File: config.mk
export PLATFORM = sky130hd
export DESIGN_NAME = median5_seq_ctrl_flat
export DESIGN_NICKNAME = d
export VERILOG_FILES = /design/src/rtl/median5_seq_ctrl_if.sv /design/src/rtl/median5_seq_ctrl.sv /design/src/flat_wrapper.sv
export SDC_FILE = /design/constraint.sdc
export NUM_CORES = 1
export LEC_CHECK = 0
export ABC_AREA = 1
export CORE_ASPECT_RATIO = 0.6
export CORE_MARGIN = 8
export CORE_UTILIZATION = 38
export DETAILED_ROUTE_END_ITERATION = 10
export SLEW_MARGIN = 15
export SYNTH_ARGS = -nofsm -noshare
export SYNTH_HDL_FRONTEND = slang
export SYNTH_SLANG_ARGS = --single-unit
File: constraint.sdc
create_clock -name clk -period 6.5 [get_ports clk]
set_input_delay 1.3 -clock clk [delete_from_list [all_inputs] [get_ports clk]]
set_output_delay 1.3 -clock clk [all_outputs]
set_load 0.02 [all_outputs]
File: src/rtl/median5_seq_ctrl_if.sv
// Sample-in / median-out handshake bundle for the median-of-5 engine.
// The master side feeds samples, issues the synchronous abort and consumes
// results; the slave side is the engine itself.
interface median5_seq_ctrl_if #(
   parameter int W = 8
);
   logic         clr;
   logic         in_valid;
   logic         in_ready;
   logic [W-1:0] in_data;
   logic         out_valid;
   logic         out_ready;
   logic [W-1:0] out_median;
   logic         busy;

   modport master (
      output clr,
      output in_valid,
      output in_data,
      output out_ready,
      input  in_ready,
      input  out_valid,
      input  out_median,
      input  busy
   );

   modport slave (
      input  clr,
      input  in_valid,
      input  in_data,
      input  out_ready,
      output in_ready,
      output out_valid,
      output out_median,
      output busy
   );
endinterface

File: src/rtl/median5_seq_ctrl.sv
// Sequential median-of-5 engine. Five samples are collected into a small
// register file, a single compare-exchange unit is stepped through a fixed
// 9-step partial bubble sort, and x[2] is then presented as the median.
// All outputs are registered or decoded from the state register only.
module median5_seq_ctrl #(
   parameter int W = 8
) (
   input logic               clk,
   input logic               rst_n,
   median5_seq_ctrl_if.slave bus
);

   typedef enum logic [1:0] {
      LOAD = 2'd0,
      SORT = 2'd1,
      DONE = 2'd2
   } state_t;

   state_t       state_q, state_d;
   logic [2:0]   cnt_q, cnt_d;
   logic [3:0]   step_q, step_d;
   logic [W-1:0] x_q [5];
   logic [W-1:0] x_d [5];
   logic [W-1:0] median_q, median_d;

   logic [2:0]   lo_idx;
   logic [W-1:0] cmp_a;
   logic [W-1:0] cmp_b;
   logic         do_swap;

   // Lower index of the pair handled at each sort step; passes shrink by one
   // pair each time because the largest remaining value has already bubbled up.
   always_comb begin
      lo_idx = 3'd0;
      case (step_q)
         4'd0:    lo_idx = 3'd0;
         4'd1:    lo_idx = 3'd1;
         4'd2:    lo_idx = 3'd2;
         4'd3:    lo_idx = 3'd3;
         4'd4:    lo_idx = 3'd0;
         4'd5:    lo_idx = 3'd1;
         4'd6:    lo_idx = 3'd2;
         4'd7:    lo_idx = 3'd0;
         4'd8:    lo_idx = 3'd1;
         default: lo_idx = 3'd0;
      endcase
   end

   // The one shared comparator: strict unsigned greater-than, so ties never swap.
   always_comb begin
      cmp_a   = x_q[lo_idx];
      cmp_b   = x_q[lo_idx + 3'd1];
      do_swap = (cmp_a > cmp_b);
   end

   // Next-state, sample capture, compare-exchange and result latch; clr overrides all.
   always_comb begin
      state_d  = state_q;
      cnt_d    = cnt_q;
      step_d   = step_q;
      median_d = median_q;
      for (int i = 0; i < 5; i++) begin
         x_d[i] = x_q[i];
      end

      case (state_q)
         LOAD: begin
            if (bus.in_valid) begin
               x_d[cnt_q] = bus.in_data;
               if (cnt_q == 3'd4) begin
                  cnt_d   = 3'd0;
                  step_d  = 4'd0;
                  state_d = SORT;
               end else begin
                  cnt_d = cnt_q + 3'd1;
               end
            end
         end
         SORT: begin
            if (do_swap) begin
               x_d[lo_idx]        = cmp_b;
               x_d[lo_idx + 3'd1] = cmp_a;
            end
            if (step_q == 4'd8) begin
               median_d = x_d[2];
               step_d   = 4'd0;
               state_d  = DONE;
            end else begin
               step_d = step_q + 4'd1;
            end
         end
         DONE: begin
            if (bus.out_ready) begin
               state_d = LOAD;
            end
         end
         default: begin
            state_d = LOAD;
         end
      endcase

      if (bus.clr) begin
         state_d  = LOAD;
         cnt_d    = 3'd0;
         step_d   = 4'd0;
         median_d = median_q;
         for (int i = 0; i < 5; i++) begin
            x_d[i] = x_q[i];
         end
      end
   end

   // State, counters, register file and result register.
   always_ff @(posedge clk or negedge rst_n) begin
      if (!rst_n) begin
         state_q  <= LOAD;
         cnt_q    <= 3'd0;
         step_q   <= 4'd0;
         median_q <= '0;
         for (int i = 0; i < 5; i++) begin
            x_q[i] <= '0;
         end
      end else begin
         state_q  <= state_d;
         cnt_q    <= cnt_d;
         step_q   <= step_d;
         median_q <= median_d;
         for (int i = 0; i < 5; i++) begin
            x_q[i] <= x_d[i];
         end
      end
   end

   // Handshake flags and busy are pure state decodes, so no input reaches them combinationally.
   always_comb begin
      bus.in_ready   = (state_q == LOAD);
      bus.out_valid  = (state_q == DONE);
      bus.busy       = (state_q == SORT) || (state_q == DONE);
      bus.out_median = median_q;
   end

endmodule

File: src/flat_wrapper.sv
// flat-port wrapper written by rule: the top's interface ports become plain ports
module median5_seq_ctrl_flat 
#(
   parameter int W = 8
)
  (clk, rst_n, bus_clr, bus_in_valid, bus_in_data, bus_out_ready, bus_in_ready, bus_out_valid, bus_out_median, bus_busy);
  median5_seq_ctrl_if #(.W(W)) bus_i ();
  input logic clk;
  input logic rst_n;
  input wire logic [$bits(bus_i.clr)-1:0] bus_clr;
  input wire logic [$bits(bus_i.in_valid)-1:0] bus_in_valid;
  input wire logic [$bits(bus_i.in_data)-1:0] bus_in_data;
  input wire logic [$bits(bus_i.out_ready)-1:0] bus_out_ready;
  output wire logic [$bits(bus_i.in_ready)-1:0] bus_in_ready;
  output wire logic [$bits(bus_i.out_valid)-1:0] bus_out_valid;
  output wire logic [$bits(bus_i.out_median)-1:0] bus_out_median;
  output wire logic [$bits(bus_i.busy)-1:0] bus_busy;
  assign bus_i.clr = bus_clr;
  assign bus_i.in_valid = bus_in_valid;
  assign bus_i.in_data = bus_in_data;
  assign bus_i.out_ready = bus_out_ready;
  assign bus_in_ready = bus_i.in_ready;
  assign bus_out_valid = bus_i.out_valid;
  assign bus_out_median = bus_i.out_median;
  assign bus_busy = bus_i.busy;
  median5_seq_ctrl #(.W(W)) u_core (.clk(clk), .rst_n(rst_n), .bus(bus_i));
endmodule
==> results.txt, run 1 <==
----------------------------------------------------
[Yosys]
  Total of warnings raised by yosys ... 0
  Cells after synthesis ... 699
  Distinct cell type count after synthesis ... 35
  Most instantiated flip-flop cell in the synthesis netlist ... dfrtp_1
  EDFF count, synth ... 0
  Mapped Area ... 4660 sq um
  Sequential-to-total area share from yosys stat ... 0.306
  Net count after synthesis ... 737
  Share of async-settable or async-resettable flops after synthesis ... 1.00
  Flip-flop and latch count after synthesis ... 57
  Synth Area per Inst ... 6.66 sq um

[Critical path]
  Data arrival time of the worst path ... 5640 ps
  Maximum fanout along the worst path ... 50
  Startpoint type of the worst setup path ... flop
  Element type at the critical path end ... flop
  Type of the worst setup path ... reg -> reg
  Data required, critical path ... 6710 ps

[Cells and area]
  Final Net Count ... 746
  Final instance area ... 5260 sq um
  Area added between synthesis and finish ... 13.0%
  Count of non-filler cells in the finished layout ... 877
  Inserted Diodes ... 0
  Fraction of final layout cells with drive strength greater than 1 ... 0.0829

[Route]
  Drt wl/cell ... 19.5 microns
  Number of vias after detailed routing ... 4925
  Aggregate routed wire length ... 17.1 mm
  DRC violations left ... 0
  Number of iterations in the first detailed-routing pass ... 8
  Antenna-violating nets left ... 0
  Via-to-Cell Ratio ... 5.62
  First-iteration detailed-routing DRC count ... 472

[Global routing]
  Number of antenna violations at the first check in global routing ... 0
  Via count of the first global-routing pass ... 4467
  First-pass GRT wire length ... 26.3 mm
  Aggregate global routing overflow ... 0
  Maximum number of pins on one net before global-route repair ... 58
  Overall track demand over capacity in global routing ... 0.213

[Run status]
  Result of the run ... finished clean

[Clocking]
  Number of clock sinks ... 57
  Clock latency on the worst-skew pair ... 340 ps
  Post_cts resized ... 0
  Maximum number of buffers from clock root to sink ... 2
  Clock-pin slew reported for the worst setup and hold paths after clock tree synthesis ... 50 ps
  TritonCTS clock tree ... yes
  Setup fix buffers added after clock tree synthesis ... 0
  CTS root buf ... clkbuf_16
  Count of H-tree levels built during CTS ... 3
  CTS Hold Buffers Added ... 0
  Total CTS buffers ... 9

[Placed design]
  Number of placed instances, taps included ... 862
  Final Wtd Congestion ... 0.982
  Placed inst area ... 4920 sq um
  Sum of net half-perimeters after detailed placement ... 13.2 mm
  Buffers added on ports ... 23
  Pre-CTS WS ... 1300 ps

[STA]
  Period minus WS final ... 5440 ps
  Smallest setup slack after layout ... 1060 ps
  Aggregate negative setup slack ... 0 ps
  Setup repair after global routing missed its margin ... no
  Highest attainable clock frequency ... 0.184 GHz
  Actual transition at the worst max-transition pin ... 948 ps
  Final hold violations ... 0
  Max Clock Skew ... 6.22 ps
  Number of pins exceeding their max-slew limit in the final report ... 0
  Normalized max-slew margin ... 0.364
  Total setup violations reported at the end of the flow ... 0
  Period utilisation layout ... 0.836

[Floorplanning]
  Io pins ... 24
  Starting Density ... 0.387
  Die Span Y ... 102 microns
  Die Span X ... 159 microns
  Standard-cell row count ... 31
  Die area ... 16200 sq um
  Core region area ... 12000 sq um

[Flow run]
  Count of maximum capacitance violations ... 0

[Worst hold path]
  Class of the most critical hold timing path ... reg -> reg

----------------------------------------------------
metrics by stage:
stage	utilization	hold slack, ps
after detailed placement	0.409	544
after global routing	0.438	585
after global placement	0.409	535
after CTS	0.438	554
final	0.438	548
after floorplan	-	495
critical path, stage by stage (launching register included):
cell and delay, ps:
dfrtp_1 400, inv_1 160, ha_1 220, nand3_2 410
nand2_4 620, ha_1 460, inv_1 430, nand3_1 300
nand2_1 130, nand2_1 70, nand2_1 210, ha_1 290
a21oi_1 130, o21a_1 130, nand2_1 80, nand2_4 170
inv_4 110, o21ai_4 530, nor2_4 220, nor2_1 170
a21oi_2 40
logic make-up after synthesis:
logic type / Yosys count / share of synthesized area
buf+inv: 99 / 0.0981
simple gates: 364 / 0.346
flops: 57 / 0.306
compound gates: 154 / 0.183
fa+ha+maj: 25 / 0.0672
area by class of cell:
type | instances | area, sq um
clock buffers | 10 | 239
clock inverters | 5 | 104
fillers | 1277 | 6760
inverters | 72 | 273
multi-input cells | 543 | 2770
flip-flops and latches | 57 | 1430
well taps | 165 | 206
repair buffers | 25 | 240
registers in the layout, summed over array words and instances, names as in the netlist:
signal                 flops
u_core.state_q             2
u_core.x_q                40
u_core.bus.out_median      8
u_core.step_q              4
u_core.cnt_q               3
cell usage after synthesis, types with 8 or more instances:
cell type | instances | share of area
o21ai_0 | 20 | 0.021
nor2_1 | 70 | 0.056
buf_2 | 9 | 0.0097
ha_1 | 25 | 0.067
nand3_1 | 68 | 0.073
a21oi_1 | 62 | 0.067
nand2_1 | 176 | 0.14
a31oi_1 | 14 | 0.019
dfrtp_1 | 57 | 0.31
o21ai_1 | 33 | 0.035
inv_2 | 9 | 0.0073
inv_1 | 62 | 0.050
nand2_2 | 9 | 0.012
nor3_1 | 17 | 0.018
o22ai_1 | 10 | 0.013
nor2_2 | 8 | 0.011
per-layer routing:
layer / part of all wire / global-route usage / wire (microns) / up-vias
li1: - / - / - / 2339
met1: 0.47 / 0.303 / 7990 / 2321
met2: 0.39 / 0.289 / 6590 / 245
met3: 0.13 / 0.0877 / 2250 / 20
met4: 0.014 / 0.0534 / 234 / 0
met5: 0 / 0 / 0 / -
cell usage in the layout, fill, tap and decap left out:
cell type	count
o21a_1	3
nand2_2	9
nor2_4	3
nor3_1	17
o21ai_0	20
a21oi_1	62
nand4_2	1
clkdlybuf4s50_1	22
inv_4	1
nand2_1	176
nand2_4	3
buf_2	1
o21ai_1	33
nor2_1	70
o22ai_1	10
o211ai_1	2
o31ai_1	6
clkinv_4	1
or2_1	4
buf_4	2
ha_1	25
a21oi_2	1
nor3_2	1
dfrtp_1	57
nor2_2	8
o21ai_4	1
nand4_1	2
nand3_1	68
clkinv_2	1
inv_2	9
nand3_2	1
inv_1	62
clkbuf_8	1
nand3_4	1
clkbuf_16	9
a31oi_1	14
o21ai_2	2
bufinv_16	3
worst paths after layout:
path | start | endpoint | slack (ps) | depth (start not counted)
min reg2reg | u_core.bus.out_median[7]$_DFFE_PN0P_ | u_core.bus.out_median[7]$_DFFE_PN0P_ | 550 | 2
max in group asynchronous | rst_n | u_core.x_q[7]$_DFFE_PN0P_ | 4870 | 2
min in group asynchronous | rst_n | u_core.cnt_q[2]$_DFFE_PN0P_ | 1110 | 2
max | u_core.step_q[0]$_DFFE_PN0P_ | u_core.x_q[15]$_DFFE_PN0P_ | 1060 | 20
max reg2reg | u_core.step_q[0]$_DFFE_PN0P_ | u_core.x_q[15]$_DFFE_PN0P_ | 1060 | 20
min | u_core.bus.out_median[7]$_DFFE_PN0P_ | u_core.bus.out_median[7]$_DFFE_PN0P_ | 550 | 2
Power of run 1 is not shown: default switching activity piles up to over one toggle a cycle in this logic, so the estimate is an artifact.
==> inputs of run 2 (changes only) <==
Clock period 6.5 ns to 5.55 ns, I/O delays scaled along.
==> run 2 against run 1 <==
  * Final area decreased by 0.57%
  * Clock skew decreased by 3.1 ps
  * Sequential share of layout area increased by 0.16 points
  * Clock-buffer cell count increased by 3
  * Core utilization decreased by 0.25 points
  * First-iteration DRC count increased by 15%
  * Non-clock buffer count increased by 3
  * Setup slack got worse by 490 ps
  * Critical path type unchanged
  * Largest cell class unchanged
==> results.txt, run 2 (synthesis results as in run 1) <==
----------------------------------------------------
[Cells and area]
  Area taken by flip-flops and latches ... 1430 sq um (unchanged)
  Largest reg by FF count ... u_core.x_q
  Leading cell types in the layout, fill and taps excluded ... 176 x nand2_1, 70 x nor2_1, 68 x nand3_1, 62 x inv_1, 62 x a21oi_1
  Inserted Diodes ... 0 (unchanged)
  Max FFs per register ... 40 (unchanged)
  Leading cell type in the layout, fill and taps excluded ... nand2_1
  Filler Cells Inserted ... 1287 (+0.78%)
  Multi-input gate area ... 2770 sq um (unchanged)
  Area added between synthesis and finish ... 12.4%
  Fraction of final layout cells with drive strength greater than 1 ... 0.0838 (+0.000934)
  Final Net Count ... 749 (+0.40%)
  Count of non-filler cells in the finished layout ... 881 (+0.46%)

[Global routing]
  Maximum number of pins on one net before global-route repair ... 58 (unchanged)
  First-pass GRT wire length ... 27.1 mm (+3.2%)
  Overall track demand over capacity in global routing ... 0.220 (+0.00715)
  Via count of the first global-routing pass ... 4508 (+0.92%)
  Number of antenna violations at the first check in global routing ... 0 (unchanged)
  Aggregate global routing overflow ... 0 (unchanged)

[Clocking]
  Count of H-tree levels built during CTS ... 3 (unchanged)
  Clock latency on the worst-skew pair ... 330 ps (about the same)
  Clock-pin slew reported for the worst setup and hold paths after clock tree synthesis ... 50 ps (about the same)
  Maximum number of buffers from clock root to sink ... 2 (unchanged)
  Post_cts resized ... 0 (unchanged)
  Total CTS buffers ... 9 (unchanged)
  CTS root buf ... clkbuf_16
  Number of clock sinks ... 57 (unchanged)
  CTS Hold Buffers Added ... 0 (unchanged)
  TritonCTS clock tree ... yes
  Setup fix buffers added after clock tree synthesis ... 0 (unchanged)

[Floorplanning]
  Die Span Y ... 102 microns (unchanged)
  Die Span X ... 159 microns (unchanged)
  Core region area ... 12000 sq um (unchanged)
  Die area ... 16200 sq um (unchanged)
  Standard-cell row count ... 31 (unchanged)
  Io pins ... 24 (unchanged)
  Starting Density ... 0.387 (unchanged)

[Critical path]
  R2r startpoint ... u_core.step_q[0]$_DFFE_PN0P_
  Critical Path Start ... u_core.step_q[0]$_DFFE_PN0P_
  Maximum fanout along the worst path ... 17 (-66%)
  Type of the worst setup path ... reg -> reg
  Startpoint type of the worst setup path ... flop
  Element type at the critical path end ... flop
  Data required, critical path ... 5760 ps (-950 ps)
  Data arrival time of the worst path ... 5200 ps (-440 ps)

[STA]
  Period utilisation layout ... 0.898 (+0.0610)
  Number of pins exceeding their max-slew limit in the final report ... 0 (unchanged)
  Period minus WS final ... 4980 ps (-456 ps)
  Tightest hold margin ... 542 ps (-6.48 ps)
  Highest attainable clock frequency ... 0.201 GHz (+9.2%)
  Final hold violations ... 0 (unchanged)
  Smallest setup slack after layout ... 569 ps (-494 ps)
  Actual transition at the worst max-transition pin ... 896 ps (-52.1 ps)
  Normalized max-slew margin ... 0.399 (+0.0349)
  Aggregate negative setup slack ... 0 ps (unchanged)
  Setup repair after global routing missed its margin ... no
  Total setup violations reported at the end of the flow ... 0 (unchanged)
  Max Clock Skew ... 3.13 ps (-3.09 ps)

[Worst hold path]
  Source of the worst hold timing path ... u_core.x_q[1]$_DFFE_PN0P_
  Class of the most critical hold timing path ... reg -> reg

[Run status]
  Result of the run ... finished clean

[Route]
  Aggregate routed wire length ... 17.7 mm (+3.9%)
  Number of iterations in the first detailed-routing pass ... 5 (-3)
  DRC violations left ... 0 (unchanged)
  Antenna-violating nets left ... 0 (unchanged)
  Number of vias after detailed routing ... 4953 (+0.57%)
  Drt wl/cell ... 20.1 microns (+3.4%)
  Via-to-Cell Ratio ... 5.62 (+0.11%)
  First-iteration detailed-routing DRC count ... 543 (+15%)

[Placed design]
  Pre-CTS WS ... 744 ps (-553 ps)
  Final Wtd Congestion ... 0.990 (+0.78%)
  Sum of net half-perimeters after detailed placement ... 13.6 mm (+2.9%)
  Buffers added on ports ... 23 (unchanged)
  Number of placed instances, taps included ... 865 (+0.35%)

[Flow run]
  Count of maximum capacitance violations ... 0 (unchanged)

----------------------------------------------------
run 2: changes by cell type in the layout (fill, tap and decap cells not counted):
cell / previous run / this run
buf_4: 2 / 5
clkbuf_1: 0 / 3
bufinv_16: 3 / 1
clkinv_2: 1 / 2
clkinv_4: 1 / 0
run 2: routing by layer:
| metal | global-route usage | share of wire | vias to the layer above |
|---|---|---|---|
| met5 | 0 | 0 | - |
| met4 | 0.0490 | 0.013 | 0 |
| met1 | 0.316 | 0.48 | 2376 |
| met2 | 0.311 | 0.40 | 209 |
| met3 | 0.0751 | 0.11 | 27 |
| li1 | - | - | 2341 |
run 2: cell type report:
| cell class | count | area share |
|---|---|---|
| Clock buffer | 13 | 0.0478 |
| Clock inverter | 3 | 0.00765 |
| Inverter | 72 | 0.0521 |
| Multi-Input combinational cell | 543 | 0.530 |
| Sequential cell | 57 | 0.273 |
| Tap cell | 165 | 0.0395 |
| Timing Repair Buffer | 28 | 0.0502 |
run 2: worst paths after layout:
path	endpoint	slack, ps	depth (start not counted)
setup / recovery	u_core.x_q[33]$_DFFE_PN0P_	570	21
hold / removal	u_core.x_q[1]$_DFFE_PN0P_	540	2
setup reg to reg	u_core.x_q[33]$_DFFE_PN0P_	570	21
hold reg to reg	u_core.x_q[1]$_DFFE_PN0P_	540	2
max in group asynchronous	u_core.bus.out_median[5]$_DFFE_PN0P_	4110	2
min in group asynchronous	u_core.cnt_q[2]$_DFFE_PN0P_	930	2
run 2: metrics by stage:
step	cell area (sq um)	util
after detailed placement	4940	0.411
after global routing	5230	0.435
after CTS	5230	0.435
final	5230	0.435
after global placement	4940	0.411
after floorplan	4660	-
run 2: worst max-delay path, stage by stage, from the launching register on:
cell,delay [ps]
dfrtp_1,390
inv_1,120
ha_1,220
o21ai_2,210
inv_1,220
ha_1,470
inv_1,470
nand2_1,140
o21ai_0,280
nand2_1,210
ha_1,360
a21oi_1,70
o21ai_1,130
nand2_1,80
nand2_1,110
nand2_4,130
nor2_4,430
nand2_1,140
nand2_1,310
nor2_2,160
nor2_1,150
a21oi_1,50
Power of run 2 is left out for the same reason.
==> inputs of run 3 (changes only) <==
Settings changed: RECOVER_POWER set to 50.
==> run 3 against run 2 <==
  * Highest routed layer unchanged
  * Non-clock buffer count did not move
  * First-iteration DRC count shrank 9.2%
  * Setup slack better by 22 ps
  * Global-route usage unchanged
  * Wire length fell by 0.15%
  * Clock skew increased by 1.3 ps
  * Via count shrank 0.14%
  * Flip-flop and latch count stayed put
  * Worst hold slack worse by 2.7 ps
  * The run now ends with max-capacitance violations, max-slew violations left
  * Final area is essentially flat
==> results.txt, run 3 (synthesis results as in run 1) <==
----------------------------------------------------
[Clocking]
  Post_cts resized ... 0 (unchanged)
  Clock latency on the worst-skew pair ... 330 ps (about the same)
  CTS root buf ... clkbuf_16
  Clock-pin slew reported for the worst setup and hold paths after clock tree synthesis ... 50 ps (about the same)
  Number of clock sinks ... 57 (unchanged)
  Count of H-tree levels built during CTS ... 3 (unchanged)
  Total CTS buffers ... 9 (unchanged)
  TritonCTS clock tree ... yes
  Setup fix buffers added after clock tree synthesis ... 0 (unchanged)
  Maximum number of buffers from clock root to sink ... 2 (unchanged)
  CTS Hold Buffers Added ... 0 (unchanged)

[Floorplanning]
  Starting Density ... 0.387 (unchanged)
  Die area ... 16200 sq um (unchanged)
  Core region area ... 12000 sq um (unchanged)
  Io pins ... 24 (unchanged)
  Die Span Y ... 102 microns (unchanged)
  Standard-cell row count ... 31 (unchanged)
  Die Span X ... 159 microns (unchanged)

[Route]
  Antenna-violating nets left ... 0 (unchanged)
  Number of vias after detailed routing ... 4946 (-0.14%)
  Drt wl/cell ... 20.1 microns (-0.15%)
  Via-to-Cell Ratio ... 5.61 (-0.14%)
  DRC violations left ... 0 (unchanged)
  Number of iterations in the first detailed-routing pass ... 5 (unchanged)
  Aggregate routed wire length ... 17.7 mm (-0.15%)
  First-iteration detailed-routing DRC count ... 493 (-9.2%)

[Global routing]
  Aggregate global routing overflow ... 0 (unchanged)
  Via count of the first global-routing pass ... 4508 (unchanged)
  Number of antenna violations at the first check in global routing ... 0 (unchanged)
  Maximum number of pins on one net before global-route repair ... 58 (unchanged)
  Overall track demand over capacity in global routing ... 0.220 (unchanged)
  First-pass GRT wire length ... 27.1 mm (unchanged)

[Run status]
  Result of the run ... complete, but fails checks
  Failing checks ... max-capacitance violations, max-slew violations

[STA]
  Period minus WS final ... 4960 ps (-21.6 ps)
  Normalized max-slew margin ... -1.17 (-1.57)
  Aggregate negative setup slack ... 0 ps (unchanged)
  Setup repair after global routing missed its margin ... no
  Period utilisation layout ... 0.894 (-0.00389)
  Highest attainable clock frequency ... 0.202 GHz (+0.44%)
  Final hold violations ... 0 (unchanged)
  Number of pins exceeding their max-slew limit in the final report ... 58 (+58)
  Max Clock Skew ... 4.48 ps (+1.35 ps)
  Smallest setup slack after layout ... 590 ps (+21.6 ps)
  Total setup violations reported at the end of the flow ... 0 (unchanged)
  Actual transition at the worst max-transition pin ... 3260 ps (+2360 ps)

[Cells and area]
  Inserted Diodes ... 0 (unchanged)
  Largest reg by FF count ... u_core.x_q
  Filler Cells Inserted ... 1289 (+0.16%)
  Max FFs per register ... 40 (unchanged)
  Final Net Count ... 749 (unchanged)
  Leading cell type in the layout, fill and taps excluded ... nand2_1
  Fraction of final layout cells with drive strength greater than 1 ... 0.0824 (-0.00140)
  Leading cell types in the layout, fill and taps excluded ... 176 x nand2_1, 70 x nor2_1, 68 x nand3_1, 62 x inv_1, 62 x a21oi_1
  Area added between synthesis and finish ... 12.3% (about the same)

[Critical path]
  Number of cells on the worst reg-to-reg path ... 24 (+14%)
  Type of the worst setup path ... reg -> reg
  R2r startpoint ... u_core.step_q[0]$_DFFE_PN0P_
  Startpoint type of the worst setup path ... flop
  Register-to-register setup slack ... 590 ps (+20 ps)
  Reg-to-reg endpoint ... u_core.x_q[37]$_DFFE_PN0P_
  Maximum fanout along the worst path ... 17 (unchanged)
  Data required, critical path ... 5760 ps (about the same)
  Element type at the critical path end ... flop
  Data arrival time of the worst path ... 5170 ps (-30 ps)

[Worst hold path]
  WHS Endpoint ... u_core.bus.out_median[7]$_DFFE_PN0P_
  Class of the most critical hold timing path ... reg -> reg
  Source of the worst hold timing path ... u_core.bus.out_median[7]$_DFFE_PN0P_
  Depth of the worst hold-timing path ... 2 (unchanged)

[Placed design]
  Pre-CTS WS ... 744 ps (unchanged)
  Sum of net half-perimeters after detailed placement ... 13.6 mm (unchanged)
  Buffers added on ports ... 23 (unchanged)
  Final Wtd Congestion ... 0.990 (unchanged)

[Flow run]
  Count of maximum capacitance violations ... 1 (+1)

----------------------------------------------------
run 3: cell types whose count changed in the layout (fill, tap and decap cells not counted), sizes merged:
cell / before / now
buf: 6 / 5
clkdlybuf4s50: 22 / 19
dlygate4sd3: 0 / 3
clkbuf: 13 / 14
run 3: worst max-delay path by stage:
stage                                       startpoint                    endpoint  slack [ps]  cells past startpoint
after CTS                 u_core.step_q[0]$_DFFE_PN0P_  u_core.x_q[38]$_DFFE_PN0P_         720                     21
final                     u_core.step_q[0]$_DFFE_PN0P_  u_core.x_q[37]$_DFFE_PN0P_         590                     24
after floorplan           u_core.step_q[1]$_DFFE_PN0P_  u_core.x_q[13]$_DFFE_PN0P_        1720                     26
after global routing      u_core.step_q[0]$_DFFE_PN0P_  u_core.x_q[39]$_DFFE_PN0P_         310                     24
after global placement    u_core.step_q[0]$_DFFE_PN0P_  u_core.x_q[38]$_DFFE_PN0P_         880                     21
after detailed placement  u_core.step_q[0]$_DFFE_PN0P_  u_core.x_q[38]$_DFFE_PN0P_         740                     21
run 3: through the flow:
| stage | hold slack, ps | std cells | util | instance area, sq um |
|---|---|---|---|---|
| 2_1_floorplan | 495 | 699 | - | 4660 |
| 6_report | 539 | 881 | 0.435 | 5230 |
| 3_5_place_dp | 539 | 865 | 0.411 | 4940 |
| 3_3_place_gp | 529 | 865 | 0.411 | 4940 |
| 4_1_cts | 549 | 881 | 0.435 | 5230 |
| 5_1_grt | 565 | 881 | 0.435 | 5230 |
run 3: routing by layer:
| layer | track usage | vias up | wire length [microns] |
|---|---|---|---|
| li1 | - | 2344 | - |
| met2 | 0.311 | 227 | 7060 |
| met4 | 0.0490 | 0 | 238 |
| met3 | 0.0751 | 26 | 2000 |
| met5 | 0 | - | 0 |
| met1 | 0.316 | 2349 | 8410 |
run 3: layout make-up:
cell class	instances	area, sq um	share of cell area
clock buffers	13	250	0.0479
clock inverters	3	40.0	0.00766
inverters	72	273	0.0522
multi-input cells	543	2770	0.531
flip-flops and latches	57	1430	0.273
well taps	165	206	0.0395
repair buffers	28	259	0.0495
run 3: critical path, cell delays in order, from the launching register on:
cell and delay (ps):
dfrtp_1 390, inv_1 120, ha_1 220, o21ai_2 210
inv_1 220, ha_1 470, inv_1 460, nand3_1 330
nand2_1 130, nand2_1 80, nand2_1 170, inv_1 70
ha_1 170, inv_1 50, a21oi_1 50, o21ai_1 130
nand2_1 80, nand2_1 110, nand2_4 130, nor2_4 420
nand2_1 140, nand2_1 290, nor2_2 150, nor2_1 140
a21oi_1 50
Power of run 3 is left out for the same reason.
